## config.mk

```make
export PLATFORM = sky130hd
export DESIGN_NAME = data_mem_responder
export DESIGN_NICKNAME = d
export VERILOG_FILES = /design/src/rtl/data_mem_responder_pkg.sv /design/src/rtl/data_mem_responder_mem_word_array.sv /design/src/rtl/data_mem_responder.sv
export SDC_FILE = /design/constraint.sdc
export NUM_CORES = 1
export LEC_CHECK = 0
export ABC_AREA = 1
export CORE_MARGIN = 2
export CORE_UTILIZATION = 45
export DETAILED_ROUTE_END_ITERATION = 6
export HOLD_SLACK_MARGIN = 0.05
export PLACE_DENSITY_LB_ADDON = 0.25
export SYNTH_ARGS = -nofsm -noshare
export SYNTH_HDL_FRONTEND = slang
export SYNTH_SLANG_ARGS = --single-unit
```

## constraint.sdc

```tcl
create_clock -name clk -period 7.6 [get_ports clk]
set_input_delay 0.76 -clock clk [delete_from_list [all_inputs] [get_ports clk]]
set_output_delay 0.76 -clock clk [all_outputs]
set_load 0.03 [all_outputs]
```

## src/rtl/data_mem_responder_pkg.sv

```systemverilog
// -----------------------------------------------------------------------------
// data_mem_responder_pkg
// Shared definitions for the data-memory responder: responder FSM states,
// default geometry/latency constants and the request address check.
// -----------------------------------------------------------------------------
package data_mem_responder_pkg;

   // Default number of 32-bit words and default wait cycles.
   localparam int unsigned DEFAULT_DEPTH = 32'd32;
   localparam int unsigned DEFAULT_WAIT  = 32'd2;

   // Width of the wait counter (WAIT is limited to 0..15).
   localparam int unsigned CNT_W = 32'd4;

   // Responder FSM states.
   typedef enum logic [1:0] {
      ST_IDLE = 2'd0,
      ST_WAIT = 2'd1,
      ST_RESP = 2'd2
   } dmr_state_e;

   // A request is bad when the byte address is not word aligned or falls at
   // or beyond the end of the array (limit = 4*DEPTH).
   function automatic logic addr_bad(input logic [31:0] addr,
                                     input logic [31:0] limit);
      addr_bad = (addr[1:0] != 2'b00) || (addr >= limit);
   endfunction

endpackage

```

## src/rtl/data_mem_responder_mem_word_array.sv

```systemverilog
// -----------------------------------------------------------------------------
// mem_word_array
// Single-port word storage: synchronous write, combinational read. Contents
// are deliberately not reset.
// Ports:
//   clk_i    - clock
//   we_i     - write enable (write happens on the rising edge)
//   addr_i   - word index, shared by read and write
//   wdata_i  - write data
//   rdata_o  - combinational read data at addr_i
// -----------------------------------------------------------------------------
module mem_word_array #(
   parameter int unsigned DEPTH = 32'd32,
   parameter int unsigned AW    = 32'd5
) (
   input  logic          clk_i,
   input  logic          we_i,
   input  logic [AW-1:0] addr_i,
   input  logic [31:0]   wdata_i,
   output logic [31:0]   rdata_o
);

   logic [31:0] mem_q [DEPTH];

   // Synchronous write port.
   always_ff @(posedge clk_i) begin
      if (we_i) begin
         mem_q[addr_i] <= wdata_i;
      end
   end

   assign rdata_o = mem_q[addr_i];

endmodule

```

## src/rtl/data_mem_responder.sv

```systemverilog
// -----------------------------------------------------------------------------
// data_mem_responder
// Fixed-latency data-memory responder for a pipeline MEM stage. A request is
// accepted in IDLE, held for WAIT cycles, and completed in a single RESP cycle
// (ready high) exactly WAIT+1 cycles after the accept edge.
// Ports:
//   clk     - clock, all state on the rising edge
//   rst     - synchronous active-high reset (array contents are kept)
//   cs      - request valid
//   we      - 1 = write, 0 = read (sampled with cs)
//   addr_i  - byte address
//   data_i  - write data
//   data_o  - read data, held until the next read completes
//   ready   - response completes this cycle
//   stall   - cs AND NOT ready, holds the pipeline latches
//   err     - completing request was misaligned or out of range
// -----------------------------------------------------------------------------
module data_mem_responder
   import data_mem_responder_pkg::*;
#(
   parameter int unsigned DEPTH = DEFAULT_DEPTH,
   parameter int unsigned WAIT  = DEFAULT_WAIT
) (
   input  logic        clk,
   input  logic        rst,
   input  logic        cs,
   input  logic        we,
   input  logic [31:0] addr_i,
   input  logic [31:0] data_i,
   output logic [31:0] data_o,
   output logic        ready,
   output logic        stall,
   output logic        err
);

   localparam int unsigned      AW         = $clog2(DEPTH);
   localparam logic [31:0]      ADDR_LIMIT = 32'(4 * DEPTH);
   localparam logic [CNT_W-1:0] WAIT_LOAD  = CNT_W'(WAIT);

   dmr_state_e       state_q, state_d;
   logic [CNT_W-1:0] cnt_q, cnt_d;
   logic             we_q, we_d;
   logic [31:0]      addr_q, addr_d;
   logic [31:0]      wdata_q, wdata_d;
   logic [31:0]      rdata_q, rdata_d;
   logic             ready_q, ready_d;
   logic             err_q, err_d;

   logic [31:0]      sel_addr_s;
   logic             sel_we_s;
   logic             bad_s;
   logic             mem_we_s;
   logic [31:0]      mem_rdata_s;

   // With WAIT=0 the response is prepared on the accept edge itself, before
   // the request copy is registered, so the live inputs are used in IDLE.
   assign sel_addr_s = (state_q == ST_IDLE) ? addr_i : addr_q;
   assign sel_we_s   = (state_q == ST_IDLE) ? we     : we_q;
   assign bad_s      = addr_bad(sel_addr_s, ADDR_LIMIT);

   // Commit on the RESP edge; a reset in RESP drops the write.
   assign mem_we_s = (state_q == ST_RESP) && we_q && !bad_s && !rst;

   mem_word_array #(
      .DEPTH (DEPTH),
      .AW    (AW)
   ) u_mem (
      .clk_i   (clk),
      .we_i    (mem_we_s),
      .addr_i  (sel_addr_s[AW+1:2]),
      .wdata_i (wdata_q),
      .rdata_o (mem_rdata_s)
   );

   // Next-state, wait counter and request capture.
   always_comb begin
      state_d = state_q;
      cnt_d   = cnt_q;
      we_d    = we_q;
      addr_d  = addr_q;
      wdata_d = wdata_q;
      case (state_q)
         ST_IDLE: begin
            if (cs) begin
               we_d    = we;
               addr_d  = addr_i;
               wdata_d = data_i;
               cnt_d   = WAIT_LOAD;
               state_d = (WAIT == 32'd0) ? ST_RESP : ST_WAIT;
            end else begin
               state_d = ST_IDLE;
            end
         end
         ST_WAIT: begin
            // Leaving at count 1 keeps the WAIT state exactly WAIT cycles long.
            if (cnt_q <= 4'd1) begin
               cnt_d   = 4'd0;
               state_d = ST_RESP;
            end else begin
               cnt_d   = cnt_q - 4'd1;
               state_d = ST_WAIT;
            end
         end
         ST_RESP: begin
            state_d = ST_IDLE;
         end
         default: begin
            state_d = ST_IDLE;
            cnt_d   = 4'd0;
         end
      endcase
   end

   // Response outputs are loaded on the edge that enters RESP so they are
   // registered and valid for the whole RESP cycle.
   always_comb begin
      ready_d = (state_d == ST_RESP);
      err_d   = ready_d && bad_s;
      rdata_d = rdata_q;
      if (ready_d) begin
         if (bad_s) begin
            rdata_d = 32'd0;
         end else if (!sel_we_s) begin
            rdata_d = mem_rdata_s;
         end else begin
            rdata_d = rdata_q;
         end
      end else begin
         rdata_d = rdata_q;
      end
   end

   // State and output registers with synchronous reset.
   always_ff @(posedge clk) begin
      if (rst) begin
         state_q <= ST_IDLE;
         cnt_q   <= 4'd0;
         we_q    <= 1'b0;
         addr_q  <= 32'd0;
         wdata_q <= 32'd0;
         rdata_q <= 32'd0;
         ready_q <= 1'b0;
         err_q   <= 1'b0;
      end else begin
         state_q <= state_d;
         cnt_q   <= cnt_d;
         we_q    <= we_d;
         addr_q  <= addr_d;
         wdata_q <= wdata_d;
         rdata_q <= rdata_d;
         ready_q <= ready_d;
         err_q   <= err_d;
      end
   end

   assign data_o = rdata_q;
   assign ready  = ready_q;
   assign err    = err_q;
   assign stall  = cs && !ready_q;

endmodule

```

==> flow_metrics.env <==
export IMPL_fin_ws_ns=2.86
export IMPL_synth_async_sr_flop_share_pct=0
export IMPL_ys_types=33
export IMPL_pre_cts_ws_ns=2.72
export IMPL_cts_sinks=1129
export IMPL_final_max_slew_viol_count=0
export IMPL_wl_per_cell_um=19.7
export IMPL_die_y_um=337
export IMPL_outcome="completed"
export IMPL_ys_warn_count=0
export IMPL_cp_max_fo=90
export IMPL_syn_inst=5426
export IMPL_finalSetupViolCount=0
export IMPL_ant_nets=0
export IMPL_synth_edf_count=1024
export IMPL_cts_resized=0
export IMPL_worstRegToRegCells=14
export IMPL_critical_path_cell_chain="inv_2 > nand2_1 > nand2_4 > nand2_8 > buf_4 > buf_4 > o21ai_0 > nand2_1 > nand2_1 > nand2_1 > nand2_1 > nor2_1 > nand3_1 > a21oi_1"
export IMPL_synth_fp_nets=5496
export IMPL_finalCriticalPeriod_ns=4.74
export IMPL_mostFrequentLayoutCells="2560 x nand2_1, 1024 x edfxtp_1, 891 x inv_1, 223 x nor2_1, 122 x clkbuf_16"
export IMPL_worstHoldPathCells=2
export IMPL_fillCellCount=10049
export IMPL_synth_ff_type="edfxtp_1"
export IMPL_portBuffers=102
export IMPL_worst_ep_required_time_ns=8.20
export IMPL_dieArea_um2=114000
export IMPL_path_common_cell="nand2_1"
export IMPL_seq_area_frac_synth_pct=65.7
export IMPL_vias_per_cell=4.93
export IMPL_cp_arrival_ns=5.34
export IMPL_maxCapViolCount=0
export IMPL_grt_usage_pct=24.5
export IMPL_p_per_area_nw_per_um2=259
export IMPL_syn2layout_area_growth_pct=13.1
export IMPL_gp_congestion=0.822
export IMPL_hold_class="reg2reg"
export IMPL_drive_gt1_share_pct=5.63
export IMPL_clock_tree_htree_level_count=3
export IMPL_r2r_end="data_o[15]$_SDFFE_PP0P_"
export IMPL_worst_slew_pin_slew_ns=1.35
export IMPL_postSynthAreaPerCell_um2=9.22
export IMPL_hold_start="data_o[26]$_SDFFE_PP0P_"
export IMPL_cts_root_buf="clkbuf_16"
export IMPL_layout_commonest_cell="nand2_1"
export IMPL_fmax_mhz=211
export IMPL_antenna_found_initial=1
export IMPL_dieWidth_um=337
export IMPL_netlist_top_cells_area="edfxtp_1 61%, nand2_1 19%, inv_1 6.7%"
export IMPL_clockBufferDepth=3
export IMPL_r2r_start="state_q[0]$_SDFF_PP0_"
export IMPL_numCtsBuffers=119
export IMPL_path_clk_slew_ns=0.06
export IMPL_ir_worst_vdd_uv=204
export IMPL_synth_top_cell_area_share_pct=61.5
export IMPL_relSlewSlack_pct=9.78
export IMPL_grt_pass1_vias=33135
export IMPL_hold_viol=0
export IMPL_drt_drc_violations_left=0
export IMPL_rows=122
export IMPL_coreArea_um2=111000
export IMPL_vias=34963
export IMPL_critPathSlowestCell="buf_4"
export IMPL_r2r_slack_ns=2.86
export IMPL_grt_overflow_total=0
export IMPL_grt_pass1_wl_um=207000
export IMPL_cp_num_buf_inv=3
export IMPL_fin_skew_ns=0.0272
export IMPL_place_detailed_hpwl_um=76000
export IMPL_post_cts_setup_buffers=0
export IMPL_netlist_area_um2=50000
export IMPL_drt_iter0_drc=3371
export IMPL_end_kind="flop"
export IMPL_synth_seq_cells=1129
export IMPL_hold_end="data_o[26]$_SDFFE_PP0P_"
export IMPL_cts_hold_buf=0
export IMPL_max_stage_delay_ns=0.81
export IMPL_grt_max_degree=216
export IMPL_cts_tree="yes"
export IMPL_clkLatencyLatePin_ns=0.70
export IMPL_wl_um=139000
export IMPL_worstSetupPathType="reg2reg"
export IMPL_critPathTopFamily="simple AND/OR/NAND/NOR gates"
export IMPL_first_pass_iters=5
export IMPL_setup_tns_final_ns=0
export IMPL_fin_crit_sh_pct=62.3
export IMPL_io_pins=103
export IMPL_synth_top_area_cell="edfxtp_1"
export IMPL_p_leak_uw=0.0260
export IMPL_diodes=0
export IMPL_start_util_pct=45.2
export IMPL_start_kind="flop"
export IMPL_grt_setup_unrepaired="false"
export IMPL_nets=5568
-- state kept, by name, indices dropped and copies added (netlist names) --
name and cells:
ready 1, state_q 2, we_q 1, cnt_q 4
err 1, wdata_q 32, addr_q 32, u_mem.mem_q 1024
data_o 32
-- metrics by stage --
step | util [%] | power [uW] | hold WS [ns] | instance area [um^2] | std cells
after CTS | 51.2 | 14700 | 0.468 | 56600 | 7087
after global placement | 47.8 | 9100 | 0.457 | 52800 | 6864
final | 51.2 | 14600 | 0.464 | 56600 | 7088
after floorplan | - | 8390 | 0.450 | 50000 | 5426
after detailed placement | 47.8 | 9110 | 0.459 | 52800 | 6864
after global routing | 51.2 | 15200 | 0.504 | 56600 | 7088
-- cell usage after synthesis, types with 2 or more instances --
cell type / instances
a21oi_1: 38
buf_1: 5
buf_2: 158
buf_4: 6
clkbuf_1: 68
dfxtp_1: 105
edfxtp_1: 1024
ha_1: 2
inv_1: 891
inv_2: 2
nand2_1: 2562
nand2_2: 4
nand3_1: 83
nand3b_1: 95
nor2_1: 255
nor3_1: 2
nor3_2: 9
o21ai_0: 98
o21ai_1: 4
xor2_1: 2
-- cell families after synthesis --
logic type | share of synthesized area, %
adders and majority gates | 0.0500
DFF | 65.7
buffers and inverters | 8.93
AOI/OAI and AO/OA | 1.48
and+or+nand+nor | 23.8
xor gates and xnor gates | 0.0350
-- routing by layer --
metal  share of wire (%)  wire (um)  global-route usage [%]  vias up
li1                    -          -                       -    16838
met1                  43      59500                    33.1    16613
met2                  47      65000                    40.3     1234
met3                 7.2      10100                    3.73      276
met4                 3.5       4870                    8.51        2
met5              0.0093         13                       0        -
-- worst min-delay path, cell delays in order, from the launching register on --
cell	delay, ns
dfxtp_1	0.30
nand2_1	0.06
a21oi_1	0.05
-- worst max-delay path by stage --
stage                                startpoint                            to  slack [ns]  cells past startpoint
after floorplan                      addr_i[25]  u_mem.mem_q[11][0]$_DFFE_PP_        4.03                      9
after global placement                addr_i[2]   u_mem.mem_q[6][1]$_DFFE_PP_        2.73                      7
after detailed placement              addr_i[2]  u_mem.mem_q[6][10]$_DFFE_PP_        2.72                      7
after CTS                 state_q[0]$_SDFF_PP0_  u_mem.mem_q[6][11]$_DFFE_PP_        2.89                      7
after global routing      state_q[0]$_SDFF_PP0_       data_o[15]$_SDFFE_PP0P_        2.53                     14
final                     state_q[0]$_SDFF_PP0_       data_o[15]$_SDFFE_PP0P_        2.86                     14
-- where the power goes --
part	total (uW)	switching, uW	internal [uW]
Clock	5640	2400	3250
Sequential	6970	66.4	6910
Combinational	2030	1530	498
Total	14600	4000	10600
-- area by class of cell --
cell class	count	area [um^2]	area share, %
well taps	1488	1860	3.29
flip-flops and latches	1129	32900	58.1
multi-input cells	3166	13000	23.0
inverters	894	3360	5.94
clock inverters	58	464	0.820
clock buffers	165	3300	5.82
repair buffers	188	1710	3.03
Note: power is estimated with default switching activity, not from simulation.
